**config.mk**
```make
export PLATFORM = sky130hd
export DESIGN_NAME = tdpr_fifo_ctrl_flat
export DESIGN_NICKNAME = d
export VERILOG_FILES = /design/src/rtl/tdpr_fifo_ctrl_if.sv /design/src/rtl/tdpr_fifo_ctrl.sv /design/src/flat_wrapper.sv
export SDC_FILE = /design/constraint.sdc
export NUM_CORES = 1
export LEC_CHECK = 0
export BUFFER_PORTS_ARGS = -buffer_cell sky130_fd_sc_hd__buf_2
export CORE_UTILIZATION = 58
export CTS_BUF_LIST = sky130_fd_sc_hd__clkbuf_8 sky130_fd_sc_hd__clkbuf_16
export CTS_CLUSTER_DIAMETER = 150
export DETAILED_ROUTE_END_ITERATION = 16
export PLACE_DENSITY = 0.91
export SLEW_MARGIN = 10
export SYNTH_ARGS = -nofsm -noshare
export SYNTH_HDL_FRONTEND = slang
export SYNTH_SLANG_ARGS = --single-unit
```
**constraint.sdc**
```tcl
create_clock -name clk -period 12.1 [get_ports clk]
set_clock_uncertainty 0.15 [all_clocks]
set_input_delay 0 -clock clk [delete_from_list [all_inputs] [get_ports clk]]
set_output_delay 0 -clock clk [all_outputs]
set_load 0.02 [all_outputs]
```
**src/rtl/tdpr_fifo_ctrl_if.sv**
```systemverilog
// Bus bundle between the FIFO controller, its upstream/downstream streams and
// the true dual-port RAM. The master modport is the controller's view; the
// slave modport is the view of everything around it (streams, RAM, status
// observers).
interface tdpr_fifo_ctrl_if #(
  parameter int ADDR_SIZE = 8,
  parameter int DATA_SIZE = 8
);

  // upstream stream
  logic                 s_valid;
  logic                 s_ready;
  logic [DATA_SIZE-1:0] s_data;

  // downstream stream
  logic                 m_valid;
  logic                 m_ready;
  logic [DATA_SIZE-1:0] m_data;

  // RAM port A (write-only)
  logic                 ram_en_a;
  logic                 ram_we_a;
  logic [ADDR_SIZE-1:0] ram_addr_a;
  logic [DATA_SIZE-1:0] ram_din_a;

  // RAM port B (read-only, registered read data)
  logic                 ram_en_b;
  logic                 ram_we_b;
  logic [ADDR_SIZE-1:0] ram_addr_b;
  logic [DATA_SIZE-1:0] ram_dout_b;

  // status
  logic [ADDR_SIZE+1:0] count;
  logic                 full;
  logic                 empty;

  modport master (
    input  s_valid, s_data, m_ready, ram_dout_b,
    output s_ready, m_valid, m_data,
           ram_en_a, ram_we_a, ram_addr_a, ram_din_a,
           ram_en_b, ram_we_b, ram_addr_b,
           count, full, empty
  );

  modport slave (
    output s_valid, s_data, m_ready, ram_dout_b,
    input  s_ready, m_valid, m_data,
           ram_en_a, ram_we_a, ram_addr_a, ram_din_a,
           ram_en_b, ram_we_b, ram_addr_b,
           count, full, empty
  );

endinterface

```
**src/rtl/tdpr_fifo_ctrl.sv**
```systemverilog
// Streaming FIFO controller wrapped around a true dual-port RAM.
// Port A writes accepted upstream words; port B prefetches into a 2-entry
// output buffer that absorbs the RAM's one-cycle read latency, which is what
// allows one word per cycle in and out with a registered-output RAM.
module tdpr_fifo_ctrl #(
  parameter int ADDR_SIZE = 8,
  parameter int DATA_SIZE = 8
) (
  input  logic             clk,
  input  logic             rst_n,
  tdpr_fifo_ctrl_if.master bus
);

  localparam int DEPTH = 1 << ADDR_SIZE;
  localparam int PW    = ADDR_SIZE + 1;
  localparam int CW    = ADDR_SIZE + 2;

  // pointers carry an extra wrap bit so full and empty differ in the MSB
  logic [PW-1:0]        wr_ptr, rd_ptr;
  logic [PW-1:0]        wr_ptr_next, rd_ptr_next;
  logic [PW-1:0]        ram_count, ram_count_next;
  logic                 rd_pending, rd_pending_next;

  logic [DATA_SIZE-1:0] obuf_mem [2];
  logic                 obuf_head;
  logic                 obuf_tail;
  logic [1:0]           obuf_cnt, obuf_cnt_next;
  logic [2:0]           obuf_demand;

  logic                 m_valid_q;
  logic [CW-1:0]        count_q, count_next;
  logic                 full_q, empty_q;

  logic                 ram_full;
  logic                 push, pop, issue;

  // next-state decisions: accept, pop, read issue and resulting occupancy
  always_comb begin
    ram_count   = wr_ptr - rd_ptr;
    ram_full    = (ram_count == PW'(DEPTH));
    push        = rst_n && bus.s_valid && !ram_full;
    pop         = m_valid_q && bus.m_ready;
    // words that will sit in obuf after this edge if no new read is issued
    obuf_demand = {1'b0, obuf_cnt} + {2'b00, rd_pending} - {2'b00, pop};
    issue       = rst_n && (ram_count != '0) && (obuf_demand < 3'd2);

    wr_ptr_next     = wr_ptr + PW'(push);
    rd_ptr_next     = rd_ptr + PW'(issue);
    ram_count_next  = wr_ptr_next - rd_ptr_next;
    rd_pending_next = issue;
    obuf_cnt_next   = obuf_demand[1:0];
    obuf_tail       = obuf_head ^ obuf_cnt[0];
    count_next      = CW'(ram_count_next) + CW'(rd_pending_next) + CW'(obuf_cnt_next);
  end

  // control state and registered status, cleared by synchronous reset
  always_ff @(posedge clk) begin
    if (!rst_n) begin
      wr_ptr     <= '0;
      rd_ptr     <= '0;
      rd_pending <= 1'b0;
      obuf_cnt   <= 2'd0;
      obuf_head  <= 1'b0;
      m_valid_q  <= 1'b0;
      count_q    <= '0;
      full_q     <= 1'b0;
      empty_q    <= 1'b1;
    end else begin
      wr_ptr     <= wr_ptr_next;
      rd_ptr     <= rd_ptr_next;
      rd_pending <= rd_pending_next;
      obuf_cnt   <= obuf_cnt_next;
      if (pop) obuf_head <= ~obuf_head;
      m_valid_q  <= (obuf_cnt_next != 2'd0);
      count_q    <= count_next;
      full_q     <= (ram_count_next == PW'(DEPTH));
      empty_q    <= (count_next == '0);
    end
  end

  // capture returning RAM read data at the obuf tail; storage needs no reset
  always_ff @(posedge clk) begin
    if (rd_pending) obuf_mem[obuf_tail] <= bus.ram_dout_b;
  end

  // the issue rule must never let a capture land in a full output buffer
  a_obuf_no_overflow: assert property (@(posedge clk) disable iff (!rst_n)
    !(rd_pending && !pop && (obuf_cnt == 2'd2)));

  assign bus.s_ready    = rst_n && !ram_full;
  assign bus.ram_en_a   = push;
  assign bus.ram_we_a   = push;
  assign bus.ram_addr_a = wr_ptr[ADDR_SIZE-1:0];
  assign bus.ram_din_a  = bus.s_data;
  assign bus.ram_en_b   = issue;
  assign bus.ram_we_b   = 1'b0;
  assign bus.ram_addr_b = rd_ptr[ADDR_SIZE-1:0];
  assign bus.m_valid    = m_valid_q;
  assign bus.m_data     = obuf_mem[obuf_head];
  assign bus.count      = count_q;
  assign bus.full       = full_q;
  assign bus.empty      = empty_q;

endmodule

```
**src/flat_wrapper.sv**
```systemverilog
// flat-port wrapper written by rule: the top's interface ports become plain ports
module tdpr_fifo_ctrl_flat 
#(
  parameter int ADDR_SIZE = 8,
  parameter int DATA_SIZE = 8
)
  (clk, rst_n, bus_s_valid, bus_s_data, bus_m_ready, bus_ram_dout_b, bus_s_ready, bus_m_valid, bus_m_data, bus_ram_en_a, bus_ram_we_a, bus_ram_addr_a, bus_ram_din_a, bus_ram_en_b, bus_ram_we_b, bus_ram_addr_b, bus_count, bus_full, bus_empty);
  tdpr_fifo_ctrl_if #(.ADDR_SIZE(ADDR_SIZE), .DATA_SIZE(DATA_SIZE)) bus_i ();
  input  logic clk;
  input  logic rst_n;
  input wire logic [$bits(bus_i.s_valid)-1:0] bus_s_valid;
  input wire logic [$bits(bus_i.s_data)-1:0] bus_s_data;
  input wire logic [$bits(bus_i.m_ready)-1:0] bus_m_ready;
  input wire logic [$bits(bus_i.ram_dout_b)-1:0] bus_ram_dout_b;
  output wire logic [$bits(bus_i.s_ready)-1:0] bus_s_ready;
  output wire logic [$bits(bus_i.m_valid)-1:0] bus_m_valid;
  output wire logic [$bits(bus_i.m_data)-1:0] bus_m_data;
  output wire logic [$bits(bus_i.ram_en_a)-1:0] bus_ram_en_a;
  output wire logic [$bits(bus_i.ram_we_a)-1:0] bus_ram_we_a;
  output wire logic [$bits(bus_i.ram_addr_a)-1:0] bus_ram_addr_a;
  output wire logic [$bits(bus_i.ram_din_a)-1:0] bus_ram_din_a;
  output wire logic [$bits(bus_i.ram_en_b)-1:0] bus_ram_en_b;
  output wire logic [$bits(bus_i.ram_we_b)-1:0] bus_ram_we_b;
  output wire logic [$bits(bus_i.ram_addr_b)-1:0] bus_ram_addr_b;
  output wire logic [$bits(bus_i.count)-1:0] bus_count;
  output wire logic [$bits(bus_i.full)-1:0] bus_full;
  output wire logic [$bits(bus_i.empty)-1:0] bus_empty;
  assign bus_i.s_valid = bus_s_valid;
  assign bus_i.s_data = bus_s_data;
  assign bus_i.m_ready = bus_m_ready;
  assign bus_i.ram_dout_b = bus_ram_dout_b;
  assign bus_s_ready = bus_i.s_ready;
  assign bus_m_valid = bus_i.m_valid;
  assign bus_m_data = bus_i.m_data;
  assign bus_ram_en_a = bus_i.ram_en_a;
  assign bus_ram_we_a = bus_i.ram_we_a;
  assign bus_ram_addr_a = bus_i.ram_addr_a;
  assign bus_ram_din_a = bus_i.ram_din_a;
  assign bus_ram_en_b = bus_i.ram_en_b;
  assign bus_ram_we_b = bus_i.ram_we_b;
  assign bus_ram_addr_b = bus_i.ram_addr_b;
  assign bus_count = bus_i.count;
  assign bus_full = bus_i.full;
  assign bus_empty = bus_i.empty;
  tdpr_fifo_ctrl #(.ADDR_SIZE(ADDR_SIZE), .DATA_SIZE(DATA_SIZE)) u_core (.clk(clk), .rst_n(rst_n), .bus(bus_i));
endmodule
```
==> results of run 1 <==
## through the flow
stage                     setup WS [ns]  cells  instance area (µm²)  hold slack (ns)
final                              6.06    421                 3490            0.220
after CTS                          6.12    421                 3490            0.231
after floorplan                    6.53    304                 3080          -0.0511
after global routing               5.72    421                 3490            0.268
after detailed placement           6.16    395                 3210           -0.150
after global placement             6.35    395                 3210           -0.150
## cells by family (layout without fill, tap and decap cells)
logic type	Yosys count	in the layout	synth area share, %
flops	52	52	39.0
simple gates	89	89	16.0
buf+inv	53	100	9.75
mux	9	9	3.25
compound gates	33	33	8.49
other cells	1	1	0.122
xor+xnor	40	40	11.6
fa+ha+maj	27	27	11.8
## registers in the layout (all words and copies together) (netlist names), 2 cells and up, named ones only
signal / flops
u_core.wr_ptr: 9
u_core.obuf_mem: 16
u_core.rd_ptr: 9
u_core.obuf_cnt: 2
u_core.bus.count: 10
## critical path, cell delays in order, from the launching register on
cell and delay, ns:
dfxtp_1 0.41, inv_1 0.06, ha_1 0.29, nor2b_1 0.16, o21ai_0 0.14, a21boi_0 0.15, o21a_1 0.20, o21a_1 0.19
o21a_1 0.19, or4_1 0.50, a31oi_1 0.27, nor2_1 0.15, ha_1 0.22, ha_1 0.33, inv_1 0.07, fa_1 0.43
maj3_2 0.33, maj3_2 0.34, xor2_1 0.35, and3_1 0.27, nand2_2 0.10, nor2_4 0.16, mux2i_1 0.11, o41ai_2 0.36
## worst paths after layout
| kind | slack (ns) | startpoint | depth (start not counted) | to |
|---|---|---|---|---|
| min | 0.22 | bus_s_valid | 5 | u_core.wr_ptr[0] |
| min reg2reg | 0.46 | u_core.obuf_cnt[1] | 2 | u_core.rd_pending |
| max | 6.06 | u_core.rd_ptr[1] | 23 | u_core.bus.empty |
| max reg2reg | 6.06 | u_core.rd_ptr[1] | 23 | u_core.bus.empty |
## repair_timing
action	in CTS	in global routing
gates resized for setup	0	0
endpoints found under the hold margin	27	0
hold buffers	18	0
## per-layer routing
| metal | up-vias | global-route usage (%) |
|---|---|---|
| met5 | - | 0 |
| met4 | 0 | 8.81 |
| met3 | 8 | 5.22 |
| met2 | 77 | 38.8 |
| met1 | 1024 | 27.8 |
| li1 | 1097 | - |
## report_power, final
group / internal [mW] / leakage, nW / switching, mW
Combinational: 0.183 / 1.00 / 0.237
Sequential: 0.215 / 0.440 / 0.0127
Clock: 0.0425 / 0.0463 / 0.0630
## layout by cell type (no fill, tap or decap), types with 2 or more instances in the layout
cell           synthesis  final
clkbuf_8               0      5
o211ai_1               4      4
nand3_1               14     14
or2_2                  4      4
or4_1                  2      2
ha_1                  20     20
o21a_1                 4      4
o21ai_0                2      2
a21oi_1                8      8
and3_1                 3      3
nor2b_1               12     12
mux2_2                 8      8
a31oi_1                2      2
xor2_1                17     17
o2111a_1               2      2
nor4_1                 2      2
nand2_1               11     11
fa_1                   4      4
dlygate4sd3_1          0     18
dfxtp_1               36     36
nor2_1                12     12
and2_1                21     21
inv_1                 22     22
xnor2_1               22     22
nor3_1                 2      2
buf_2                  0     52
edfxtp_1              16     16
maj3_2                 2      2
## final cells by class
class / instances / area, µm²
Inverter: 22 / 82.6
Timing Repair Buffer: 70 / 440
Multi-Input combinational cell: 199 / 1580
Tap cell: 70 / 87.6
Clock buffer: 5 / 68.8
Fill cell: 385 / 1620
Sequential cell: 52 / 1200
Clock inverter: 3 / 27.5
## synthesized netlist by cell type (2+ instances only)
library cell  number
nor3_1             2
maj3_2             2
xor2_1            17
nor2_1            12
buf_4             27
dfxtp_1           36
xnor2_1           22
a31oi_1            2
inv_1             22
o21a_1             4
and2_1            21
or2_2              4
o21ai_0            2
and3_1             3
nand3_1           14
edfxtp_1          16
o2111a_1           2
nand2_1           11
fa_1               4
clkbuf_1           4
or4_1              2
a21oi_1            8
nor2b_1           12
nor4_1             2
o211ai_1           4
mux2_2             8
ha_1              20
==> metrics.md, run 1 <==
| Metric | Value |
|---|---|
| Syn_area_per_cell | `10.1 µm²` |
| CTS tree | `done` |
| Sequential area share after synthesis | `39.0%` |
| Seq cells post-synth | `52` |
| Chip height | `74.9 µm` |
| Io pins | `70` |
| Fin crit share | `49.9%` |
| Post-Route WL | `5930 µm` |
| Aggregate global-route resource usage | `22.7%` |
| Cell row count | `26` |
| Hold crit path type | `primary input to flop` |
| Total Power | `0.753 mW` |
| Worst vdd ir | `0.131 mV` |
| Crit path kind | `flop to flop` |
| Initial DRC count | `105` |
| Vias per cell | `5.24` |
| Crit-path max FO | `6` |
| Top Layer Used | `met4` |
| Syn nets | `348` |
| TritonRoute pass-1 iters | `4` |
| Clk sinks | `52` |
| Share of cells above drive strength 1 | `22.5%` |
| Crit path capture type | `flop` |
| Worst Tran Pin Value | `0.689 ns` |
| CP startpoint kind | `flop` |
| Util after Layout | `68.3%` |
| Worst Path Required | `12.18 ns` |
| Max-slew violation count | `0` |
| Largest net degree at the start of global routing | `38` |
| Cell area after synthesis | `3080 µm²` |
| Cell taking the most area after synthesis | `dfxtp_1` |
| Number of global-route vias before repair | `2089` |
| Post-route setup TNS | `0 ns` |
| Met3 wire length | `338 µm` |
| IO buf count | `52` |
| WL/cell | `14.1 µm` |
| RD Place Congestion | `0.958` |
| Diodes inserted | `0` |
| Routed length on met1 | `2600 µm` |
| Status | `finished, final reports clean` |
| Synth cell types | `48` |
| Post-DP HPWL | `4330 µm` |
| Final Hold Fails | `0` |
| Number of synthesized flops with an enable pin | `16` |
| PwrDens | `216 nW/µm²` |
| CORE AREA | `5110 µm²` |
| Primary FF master, synth | `dfxtp_1` |
| First-pass GRT wire length | `9520 µm` |
| FMAX | `166 MHz` |
| Starting Density | `60.3%` |
| Top cells by area, synth | `dfxtp_1, edfxtp_1, ha_1` |
| CTS HTree Levels | `2` |
| CTS Root Cell | `clkbuf_8` |
| Async S/R FF share, synth | `0%` |
| TritonCTS Buffers | `5` |
| Vias | `2206` |
| Period minus WS final | `6.04 ns` |
| Drt drc | `0` |
| Cells after Synth | `304` |
| Gr ovfl total | `0` |
| Lkg Pwr | `1.49 nW` |
| Die width | `74.9 µm` |
| Bufs on Longest Clock Path | `2` |
| Reg clk slew, reported paths | `0.10 ns` |
| Post-synthesis to final-layout area growth | `13.2%` |
| RSZ-0062 raised after global routing | `false` |
| Die area | `5600 µm²` |
| Top-area cell type share of the netlist area | `23.4%` |
| Max cap viols | `0` |
| Antenna violations before repair | `0` |
| Nets@finish | `394` |
| Setup bufs post-CTS | `0` |
| Met2 wire len | `2890 µm` |
| Ys Warns | `0` |
| Final setup viols | `0` |
| Clock latency on the worst-skew pair | `0.32 ns` |
| Post-detailed-route count of antenna-violating nets | `0` |
| Rel. slew slack | `53.9%` |
| Crit path arrival time | `6.11 ns` |
Power figures use the tool's default switching activity.
==> run 2, diff against run 1 <==
--- a/config.mk
+++ b/config.mk
@@ -6,11 +6,11 @@
 export NUM_CORES = 1
 export LEC_CHECK = 0
 export BUFFER_PORTS_ARGS = -buffer_cell sky130_fd_sc_hd__buf_2
-export CORE_UTILIZATION = 58
+export CORE_UTILIZATION = 54
 export CTS_BUF_LIST = sky130_fd_sc_hd__clkbuf_8 sky130_fd_sc_hd__clkbuf_16
 export CTS_CLUSTER_DIAMETER = 150
 export DETAILED_ROUTE_END_ITERATION = 16
-export PLACE_DENSITY = 0.91
+export PLACE_DENSITY = 0.86
 export SLEW_MARGIN = 10
 export SYNTH_ARGS = -nofsm -noshare
 export SYNTH_HDL_FRONTEND = slang
==> constraint.sdc (replaced) <==
create_clock -name clk -period 6 [get_ports clk]
set_clock_uncertainty 0.15 [all_clocks]
set_input_delay 0 -clock clk [delete_from_list [all_inputs] [get_ports clk]]
set_output_delay 0 -clock clk [all_outputs]
set_load 0.02 [all_outputs]
==> run 2 against run 1 <==
Compared with the run above:
- the flow now finishes with violations (hold timing)
- wire length rose by 5.7%
- non-clock buffer count up 3
- maximum frequency grew 5.0%
- sequential cell count unchanged
==> metrics.md, run 2 (synthesis results as in run 1) <==
| Metric | Value |
|---|---|
| Status | `finished with violations` |
| Failing checks | `hold timing` |
| Final setup viols | `0` |
| CTS HTree Levels | `2` |
| Fillers | `420` |
| Die area | `6010 µm²` |
| DP Worst Slack | `0.0740 ns` |
| Post-synthesis to final-layout area growth | `16.1%` |
| Period minus WS final | `5.75 ns` |
| Setup bufs post-CTS | `0` |
| CORE AREA | `5510 µm²` |
| CP Buf/Inv Count | `2` |
| Drt drc | `0` |
| Diodes inserted | `0` |
| First-pass GRT wire length | `10200 µm` |
| Design Area, Final | `3570 µm²` |
| Vias | `2282` |
| Vias per cell | `5.36` |
| Hold crit path type | `primary input to flop` |
| Aggregate global-route resource usage | `21.7%` |
| TritonCTS Buffers | `5` |
| Antenna violations before repair | `0` |
| Worst Tran Pin Value | `0.649 ns` |
| Io pins | `70` |
| Biggest register | `u_core.obuf_mem` |
| Largest net degree at the start of global routing | `38` |
| Clock latency on the worst-skew pair | `0.31 ns` |
| PwrDens | `446 nW/µm²` |
| Crit path arrival time | `5.81 ns` |
| Reg clk slew, reported paths | `0.09 ns` |
| Post-Route WL | `6270 µm` |
| Final Hold Fails | `2` |
| Crit path kind | `flop to flop` |
| Slowest-stage cell, CP | `or4_1` |
| Cell Chain, Critical Path | `inv_1 -> ha_1 -> nor2b_1 -> o21ai_0 -> a21boi_1 -> o21a_1 -> o21a_1 -> o21a_1 -> or4_1 -> a31oi_2 -> nor2_1 -> ha_1 -> ha_1 -> inv_1 -> fa_1 -> maj3_2 -> maj3_2 -> o31ai_4 -> maj3_1 -> a21oi_1 -> xnor2_2 -> nand2_1 -> nor4_2` |
| Largest register FFs | `16` |
| Lkg Pwr | `1.52 nW` |
| CTS tree | `done` |
| Fin crit share | `95.8%` |
| WL/cell | `14.7 µm` |
| Clk sinks | `52` |
| Rel. slew slack | `56.6%` |
| Max cap viols | `0` |
| CTS Root Cell | `clkbuf_8` |
| Gr ovfl total | `0` |
| Number of global-route vias before repair | `2231` |
| CP startpoint kind | `flop` |
| Hold WS | `-0.00760 ns` |
| CP delay by family, top | `adder cells` |
| RD Place Congestion | `0.884` |
| Dpl cell area | `3240 µm²` |
| IO buf count | `52` |
| Max-slew violation count | `0` |
| Initial DRC count | `115` |
| Starting Density | `55.9%` |
| Worst Path Required | `6.06 ns` |
| Worst vdd ir | `0.214 mV` |
| CP max stage delay | `0.52 ns` |
| TritonRoute pass-1 iters | `4` |
| Crit path capture type | `flop` |
| Share of cells above drive strength 1 | `25.4%` |
| Commonest cells after routing, fill and taps aside | `buf_2, dfxtp_1, inv_1` |
| Post-detailed-route count of antenna-violating nets | `0` |
| Bufs on Longest Clock Path | `2` |
| Final WS setup | `0.254 ns` |
| Die width | `77.5 µm` |
| Commonest non-fill, non-tap cell in the layout | `buf_2` |
| Util after Layout | `64.9%` |
| Cell row count | `27` |
| Post-DP HPWL | `4790 µm` |
| Nets@finish | `397` |
| Chip height | `77.5 µm` |
| Crit-path max FO | `5` |
| FMAX | `174 MHz` |
==> run 2: cell type report <==
class	instances	area, µm²	area share [%]
clock buffers	5	68.8	1.93
clock inverters	3	46.3	1.30
inverters	22	82.6	2.31
multi-input cells	199	1620	45.4
flip-flops and latches	52	1200	33.6
well taps	72	90.1	2.52
repair buffers	73	460	12.9
==> run 2: report_power, final <==
group          internal [mW]  leakage [nW]  switching [mW]
registers              0.434         0.440          0.0276
logic                  0.387          1.03           0.499
clock network          0.126        0.0548           0.120
==> run 2: final timing paths <==
kind | cells after the start | slack, ns | end | start
setup / recovery | 23 | 0.25 | u_core.bus.count[9] | u_core.rd_ptr[1]
hold reg to reg | 2 | 0.47 | u_core.wr_ptr[8] | u_core.wr_ptr[8]
setup reg to reg | 23 | 0.25 | u_core.bus.count[9] | u_core.rd_ptr[1]
hold / removal | 4 | -0.008 | flop | bus_m_ready
==> run 2: what timing repair did <==
action	4_1_cts	5_1_grt
hold buffers	17	0
resized for setup	0	9
hold endpoints to repair	25	0
setup endpoints to repair	0	6
==> run 2: worst min-delay path: cells and delay by family <==
| family | cells | cell delay [ns] |
|---|---|---|
| buf+inv | 1 | 0.07 |
| xor+xnor | 1 | 0.09 |
| simple gates | 2 | 0.25 |
==> run 2: metrics by stage <==
step           setup TNS (ns)  total power, mW  instances
3_3_place_gp                0             1.26        401
2_1_floorplan               0             1.12        304
3_5_place_dp                0             1.31        401
6_report                    0             1.59        426
5_1_grt               -0.0442             1.71        426
4_1_cts                     0             1.57        426
==> run 2: layer usage <==
metal	share of wire, %	global-route usage (%)
met4	1.7	8.30
met2	50	38.0
met5	0	0
met1	43	26.1
met3	4.9	4.35
==> run 3, diff against run 2 <==
--- a/config.mk
+++ b/config.mk
@@ -5,12 +5,12 @@
 export SDC_FILE = /design/constraint.sdc
 export NUM_CORES = 1
 export LEC_CHECK = 0
-export BUFFER_PORTS_ARGS = -buffer_cell sky130_fd_sc_hd__buf_2
-export CORE_UTILIZATION = 54
+export CORE_UTILIZATION = 58
 export CTS_BUF_LIST = sky130_fd_sc_hd__clkbuf_8 sky130_fd_sc_hd__clkbuf_16
 export CTS_CLUSTER_DIAMETER = 150
 export DETAILED_ROUTE_END_ITERATION = 16
-export PLACE_DENSITY = 0.86
+export DONT_BUFFER_PORTS = 1
+export PLACE_DENSITY = 0.8
 export SLEW_MARGIN = 10
 export SYNTH_ARGS = -nofsm -noshare
 export SYNTH_HDL_FRONTEND = slang
==> run 3 against run 2 <==
Compared with the run above:
- the flow now finishes without violations
- register-to-register slack about the same
- power down 3.4%
- cell count fell by 9.9%
- largest power group unchanged
- critical path depth up 1
- worst hold slack improved by 0.013 ns
- first-iteration DRC count increased by 7.0%
- global-route usage grew 2.0 points
- wire length increased by 0.77%
- critical endpoint is now u_core.bus.count[8]
==> metrics.md, run 3 (synthesis results as in run 1) <==
| Metric | Value |
|---|---|
| Reg2reg path depth | `24` |
| Worst path depth | `24` |
| Die width | `74.9 µm` |
| Max cap viols | `0` |
| IO buf count | `0` |
| Combinational power share | `53.6%` |
| Int Power | `0.898 mW` |
| CTS HTree Levels | `2` |
| Nets@finish | `356` |
| Final std cells w/o fill | `384` |
| Vias per cell | `5.49` |
| Commonest cells after routing, fill and taps aside | `dfxtp_1, inv_1, and2_1, xnor2_1, ha_1` |
| Critical Path Start | `u_core.rd_ptr[1]` |
| Met3 wire length | `365 µm` |
| Drt drc | `0` |
| Slowest-stage cell, CP | `or4_4` |
| TritonCTS Buffers | `5` |
| Flop pwr share | `32.7%` |
| Crit path arrival time | `5.79 ns` |
| Aggregate global-route resource usage | `23.8%` |
| Switch Pwr | `0.641 mW` |
| Share of cells above drive strength 1 | `14.1%` |
| Hold crit path type | `primary input to flop` |
| Post-Route WL | `6320 µm` |
| Gr ovfl total | `0` |
| Met2 wire len | `3200 µm` |
| Fillers | `419` |
| RD Place Congestion | `0.925` |
| Worst Tran Pin Value | `0.993 ns` |
| Vias | `2108` |
| Cell row count | `26` |
| R2r startpoint | `u_core.rd_ptr[1]` |
| Post-DP HPWL | `4470 µm` |
| Worst Path Required | `6.05 ns` |
| Total Power | `1.54 mW` |
| Dpl cell area | `3020 µm²` |
| Clk sinks | `52` |
| CP delay by family, top | `adder cells` |
| Worst R2R End | `u_core.bus.count[8]` |
| CP startpoint kind | `flop` |
| WL/cell | `16.5 µm` |
| Chip height | `74.9 µm` |
| Fin crit share | `95.6%` |
| Hold WS | `0.00588 ns` |
| CP Buf/Inv Count | `3` |
| Cell Chain, Critical Path | `inv_1 -> ha_1 -> nor2b_1 -> o21ai_0 -> a21boi_1 -> o21a_1 -> o21a_1 -> o21a_1 -> or4_4 -> a31oi_4 -> nor2_1 -> ha_1 -> ha_1 -> inv_1 -> fa_1 -> maj3_2 -> maj3_2 -> o31ai_4 -> maj3_1 -> a21oi_1 -> xnor2_2 -> buf_4 -> xor2_1 -> and2_1` |
| TritonRoute pass-1 iters | `4` |
| CTS Root Cell | `clkbuf_8` |
| Antenna violations before repair | `1` |
| Worst setup path endpoint | `u_core.bus.count[8]` |
| Initial DRC count | `123` |
| Routed length on met1 | `2550 µm` |
| First-pass GRT wire length | `9830 µm` |
| Post-detailed-route count of antenna-violating nets | `0` |
| Crit path kind | `flop to flop` |
| Clock latency on the worst-skew pair | `0.31 ns` |
| Max-slew violation count | `0` |
| CORE AREA | `5110 µm²` |
| Biggest register | `u_core.obuf_mem` |
| CP max stage delay | `0.50 ns` |
| Worst vdd ir | `0.214 mV` |
| Largest net degree at the start of global routing | `35` |
| Lkg Pwr | `1.32 nW` |
| Crit-path max FO | `3` |
| Status | `finished, final reports clean` |
| Io pins | `70` |
| FMAX | `174 MHz` |
| Dpl cells | `353` |
| Die area | `5600 µm²` |
| Reg clk slew, reported paths | `0.10 ns` |
| Switching portion of total power | `41.6%` |
| Design Area, Final | `3380 µm²` |
| Commonest non-fill, non-tap cell in the layout | `dfxtp_1` |
| CTS tree | `done` |
| Worst reg2reg setup slack | `0.26 ns` |
| Rel. slew slack | `33.6%` |
| PwrDens | `455 nW/µm²` |
| Starting Density | `60.3%` |
| Bufs on Longest Clock Path | `2` |
| Largest register FFs | `16` |
| Crit path capture type | `flop` |
| Post-synthesis to final-layout area growth | `9.79%` |
| Period minus WS final | `5.74 ns` |
| Number of global-route vias before repair | `2061` |
| Clock network fraction of design power | `13.7%` |
| Final Hold Fails | `0` |
| Post-route setup TNS | `0 ns` |
| Top Layer Used | `met4` |
| Final setup viols | `0` |
-- run 3: repair_timing --
| action | 4_1_cts | 5_1_grt |
|---|---|---|
| hold endpoints to repair | 60 | 0 |
| hold buffers | 19 | 0 |
| endpoints found under the setup margin | 0 | 6 |
| resized for setup | 0 | 7 |
| setup buffers | 0 | 3 |
-- run 3: power groups by stage --
stage	Combinational (mW)	Clock [mW]	Sequential [mW]
CTS	0.761	0.216	0.504
floorplan	0.622	0	0.495
finish	0.824	0.211	0.503
global route	0.926	0.226	0.511
detailed placement	0.736	0	0.512
global placement	0.714	0	0.509
-- run 3: worst min-delay path, stage by stage --
cell     delay (ns)
nand2_1        0.03
nor2_1         0.13
ha_1           0.17
and2_1         0.11
-- run 3: how the worst min path moves through the flow --
stage | start | endpoint | cells past startpoint
finish | bus_s_valid | u_core.wr_ptr[0] | 4
global route | rst_n | bus_s_ready | 1
CTS | bus_s_valid | u_core.wr_ptr[0] | 4
detailed placement | bus_s_data[3] | bus_ram_din_a[3] | 0
global placement | bus_s_data[3] | bus_ram_din_a[3] | 0
floorplan | bus_ram_dout_b[0] | u_core.obuf_mem[0][0] | 0
-- run 3: cell type report --
type | count | area, µm² | area share [%]
Timing Repair Buffer | 32 | 288 | 8.51
Antenna cell | 1 | 2.50 | 0.0740
Tap cell | 70 | 87.6 | 2.59
Sequential cell | 52 | 1200 | 35.5
Clock inverter | 3 | 27.5 | 0.814
Clock buffer | 5 | 68.8 | 2.04
Inverter | 22 | 82.6 | 2.44
Multi-Input combinational cell | 199 | 1620 | 48.0
-- run 3: through the flow --
step / setup WS, ns / util [%]
after global placement: 0.190 / 59.2
after detailed placement: 0.115 / 59.2
after floorplan: 0.433 / -
after global routing: -0.0630 / 66.2
final: 0.264 / 66.2
after CTS: 0.0242 / 64.8
-- run 3: layer usage --
metal,track usage (%),up-vias
met3,5.49,17
met5,0,-
met4,10.9,0
met2,41.9,63
met1,27.3,1002
li1,-,1026
